<file path="config.mk">
export PLATFORM = sky130hd
export DESIGN_NAME = sram_burst_ctrl
export DESIGN_NICKNAME = d
export VERILOG_FILES = /design/src/rtl/sram_burst_ctrl.sv
export SDC_FILE = /design/constraint.sdc
export NUM_CORES = 1
export LEC_CHECK = 0
export CAP_MARGIN = 20
export CORE_MARGIN = 2
export CORE_UTILIZATION = 43
export DETAILED_ROUTE_END_ITERATION = 12
export PLACE_DENSITY = 0.86
export SETUP_SLACK_MARGIN = 0.05
export SLEW_MARGIN = 5
export SYNTH_ARGS = -nofsm -noshare
export SYNTH_HDL_FRONTEND = slang
export SYNTH_SLANG_ARGS = --single-unit
</file>
<file path="constraint.sdc">
create_clock -name clk -period 4.4 [get_ports clk]
set_input_delay 0.88 -clock clk [delete_from_list [all_inputs] [get_ports clk]]
set_output_delay 0.88 -clock clk [all_outputs]
set_load 0.05 [all_outputs]
</file>
<file path="src/rtl/sram_burst_ctrl.sv">
// Burst read/write sequencer driving the 32x8 register-file SRAM pins.
// Define SRAM_CLEAR_EN to add a post-reset sweep writing CLEAR_VALUE to every word.
module sram_burst_ctrl #(
    parameter int            AW          = 5,
    parameter int            DW          = 8,
    parameter int            LW          = 3,
    parameter logic [DW-1:0] CLEAR_VALUE = 8'h00
) (
    input  logic          clk,
    input  logic          reset,
    input  logic          req_valid,
    output logic          req_ready,
    input  logic          req_we,
    input  logic [AW-1:0] req_addr,
    input  logic [LW-1:0] req_len,
    input  logic          wr_valid,
    output logic          wr_ready,
    input  logic [DW-1:0] wr_data,
    output logic          rd_valid,
    output logic [DW-1:0] rd_data,
    output logic          rd_last,
    output logic          busy,
    output logic [AW-1:0] sram_address,
    output logic          sram_wr_rd,
    output logic [DW-1:0] sram_data_in,
    input  logic [DW-1:0] sram_data_out
);

    typedef enum logic [1:0] {
        IDLE,
        WRITE,
        READ
`ifdef SRAM_CLEAR_EN
        , CLEAR
`endif
    } state_t;

    state_t        state, state_nx;
    logic [AW-1:0] cur_addr, addr_nx;
    logic [LW-1:0] beats, beats_nx;

    always_ff @(posedge clk) begin
        if (!reset) begin
`ifdef SRAM_CLEAR_EN
            state <= CLEAR;
`else
            state <= IDLE;
`endif
            cur_addr <= '0;
            beats    <= '0;
            rd_valid <= 1'b0;
            rd_last  <= 1'b0;
            rd_data  <= '0;
        end else begin
            state    <= state_nx;
            cur_addr <= addr_nx;
            beats    <= beats_nx;
            rd_valid <= (state == READ);
            rd_last  <= (state == READ) && (beats == '0);
            if (state == READ)
                rd_data <= sram_data_out;
        end
    end

    // While reset is held, every pin output is forced quiet so nothing reaches the SRAM.
    always_comb begin
        state_nx     = state;
        addr_nx      = cur_addr;
        beats_nx     = beats;
        req_ready    = 1'b0;
        wr_ready     = 1'b0;
        busy         = (state != IDLE);
        sram_wr_rd   = 1'b0;
        sram_address = '0;
        sram_data_in = '0;
        if (reset) begin
            sram_address = cur_addr;
            case (state)
                IDLE: begin
                    req_ready = 1'b1;
                    if (req_valid) begin
                        addr_nx  = req_addr;
                        beats_nx = req_len;
                        state_nx = req_we ? WRITE : READ;
                    end
                end
                WRITE: begin
                    wr_ready     = 1'b1;
                    sram_data_in = wr_data;
                    sram_wr_rd   = wr_valid;
                    if (wr_valid) begin
                        addr_nx  = cur_addr + AW'(1);
                        beats_nx = beats - LW'(1);
                        if (beats == '0)
                            state_nx = IDLE;
                    end
                end
                READ: begin
                    addr_nx  = cur_addr + AW'(1);
                    beats_nx = beats - LW'(1);
                    if (beats == '0)
                        state_nx = IDLE;
                end
`ifdef SRAM_CLEAR_EN
                CLEAR: begin
                    sram_wr_rd   = 1'b1;
                    sram_data_in = CLEAR_VALUE;
                    addr_nx      = cur_addr + AW'(1);
                    if (&cur_addr)
                        state_nx = IDLE;
                end
`endif
                default: state_nx = IDLE;
            endcase
        end
    end

endmodule

</file>
==> results.json <==
{
  "synth_area_per_cell_sq_um": 9.23,
  "die_x_um": 55.4,
  "rows": 18,
  "layout.nets": 213,
  "async_flop_share_pct": 0,
  "route.detailed.wl_per_inst_um": 12.8,
  "syn_inst": 123,
  "antenna_found_initial": 0,
  "cp-startpoint": "reset",
  "cts.clk_slew.worst_paths_ns": 0.11,
  "cts_buffers": 3,
  "yosys_register_bits": 20,
  "htreeDepth": 1,
  "synth_xor_xnor_area_share_pct": 0,
  "synth_top_cells_by_count": "20 x dfxtp_1, 10 x nor2b_1, 9 x and3_1, 9 x mux2i_1, 8 x nand2_1",
  "r2r_start": "state[1]",
  "crit_type": "input port to output pin",
  "postCtsHoldBufs": 0,
  "tritoncts": "yes",
  "hold_viol": 0,
  "insertion_delay_ns": 0.31,
  "pwr-share-seq_pct": 31.0,
  "status": "finished, final reports clean",
  "die_y_um": 55.4,
  "drt-initial-drc-count": 19,
  "fin_crit_sh_pct": 79.8,
  "synth_seq_area_share_pct": 35.3,
  "antenna_left": 0,
  "grt_start_max_net_pins": 34,
  "synth_area_leader_cell": "dfxtp_1",
  "max-slew-margin-rel_pct": 59.7,
  "cts.sinks": 20,
  "worstPathRequired_ns": 3.52,
  "dr.pass1.iters": 4,
  "cts_resized": 0,
  "grt_busiest_layer": "met2",
  "synth_top_area_share_pct": 35.3,
  "remaining_drc_errors": 0,
  "hp-start": "beats[1]",
  "synth_cell_types": 34,
  "p_sw_share_pct": 39.5,
  "cts_setup_buffers": 0,
  "skew_ns": 0.00684,
  "overflow": 0,
  "use_met3_pct": 3.75,
  "max-vdd-ir-drop_v": 0.000269,
  "vias_per_cell": 5.12,
  "synthesis.nets": 159,
  "worst_ep_arrival_time_ns": 2.63,
  "synth_most_common_cell": "dfxtp_1",
  "antennaDiodeCount": 0,
  "grt_first_pass_wirelength_um": 4410,
  "use_met1_pct": 20.7,
  "p_leak_nw": 0.707,
  "clkPwrFrac_pct": 20.2,
  "dieArea_sq_um": 3070,
  "routabilityCongestion": 0.812,
  "final_core_util_pct": 69.8,
  "power_mw": 0.753,
  "yosys.area_share.adder_pct": 7.72,
  "combPwrFrac_pct": 48.8,
  "p_sw_mw": 0.297,
  "layout-drive-gt1-share_pct": 8.52,
  "cts_buffer_depth": 2,
  "ys.flop_type": "dfxtp_1",
  "worstSetupStartpointType": "input port",
  "internal-power_mw": 0.455,
  "fin_tns_setup_ns": 0,
  "num_vias": 1055,
  "syn_area_sq_um": 1130,
  "grtUsageTotal_pct": 17.4,
  "slew_viol_final": 0,
  "core-area_sq_um": 2500,
  "wl_um": 2640,
  "num_io_pins": 56,
  "worstMarginPinSlew_ns": 0.602,
  "yosysWarnings": 0,
  "yosys.area_share.simple_pct": 27.2,
  "synth_top_family_by_area": "simple AND/OR/NAND/NOR gates",
  "gr-usage-met2_pct": 31.0,
  "grt_pass1_vias": 1011,
  "max_freq_ghz": 0.285,
  "portBuffers": 55,
  "initial_core_util_pct": 45.4,
  "n_fill_cell": 194,
  "area_growth_pct": 53.7,
  "synth_compound_area_share_pct": 16.1,
  "dp_hpwl_um": 2050,
  "min_period_ns": 3.51,
  "final.setup.worst_slack_ns": 0.888,
  "synth_edf_count": 0,
  "critPathMaxFanout": 33,
  "synthMuxAreaShare_pct": 7.94,
  "maxCapViolations": 0,
  "place_ws_ns": 0.876,
  "end_kind": "output pin",
  "setup_viol": 0,
  "holdCritPathClass": "flip-flop to flip-flop",
  "rsz0062_at_grt": "no",
  "synthTopCellsByArea": "dfxtp_1 35%, mux2i_1 7.9%, ha_1 7.7%",
  "root_buffer": "clkbuf_4",
  "power_density_nw_per_um2": 432
}
-- cell type report --
cell class	count	area, sq um	share of cell area, %
multi-input combinational	89	669	38.4
timing repair buffer	56	558	32.0
sequential	20	400	23.0
tap	30	37.5	2.15
clock inverter	1	30.0	1.72
inverter	7	26.3	1.51
clock buffer	3	22.5	1.29
-- placed cells by master (no fill, tap or decap), types with 3 or more instances in the layout --
cell,count
a21oi_1,5
and2_1,7
and3_1,9
clkbuf_4,3
clkdlybuf4s50_1,55
dfxtp_1,20
ha_1,7
inv_1,6
mux2i_1,9
nand2_1,8
nand2b_1,5
nand3_1,4
nor2_1,3
nor2b_1,10
-- metrics by stage --
step	hold slack, ns	instances	cell area (sq um)
after floorplan	0.477	123	1130
after global placement	0.497	202	1690
after detailed placement	0.499	202	1690
after CTS	0.515	206	1740
after global routing	0.532	206	1740
final	0.513	206	1740
-- final timing paths --
check / to / slack, ns / cells past startpoint
setup reg to reg: cur_addr[2] / 2.45 / 6
hold / removal: beats[1] / 0.51 / 2
hold reg to reg: beats[1] / 0.51 / 2
setup / recovery: sram_address[2] / 0.89 / 4
-- worst max-delay path: stages --
cell and delay [ns]:
clkdlybuf4s50_1 0.45, buf_4 0.26, and2_1 0.21, clkdlybuf4s50_1 0.82
-- power groups by stage --
stage	logic, mW	registers, mW	clock network, mW
after floorplan	0.240	0.265	0
after CTS	0.371	0.233	0.156
after global placement	0.360	0.236	0
after global routing	0.397	0.237	0.162
final	0.367	0.233	0.152
after detailed placement	0.369	0.237	0
-- cells by family (layout without fill, tap and decap cells) --
logic type	count (synthesis)	count (layout)
buffers and inverters	14	67
adder cells (fa/ha/maj)	7	7
AO/OA/AOI/OAI	21	21
flip-flops	20	20
multiplexers	9	9
AND/OR/NAND/NOR	52	52
-- registers in the layout (all words and copies together) (netlist names) --
| register | cells |
|---|---|
| rd_valid | 1 |
| rd_last | 1 |
| cur_addr | 5 |
| beats | 3 |
| rd_data | 8 |
| state | 2 |
-- layer usage --
layer	wire, um	share of wire, %	up-vias
li1	-	-	528
met1	1200	46	471
met2	1200	45	54
met3	215	8.1	2
met4	21	0.80	0
met5	0	0	-
No activity file was read; power rests on OpenSTA's default activity.
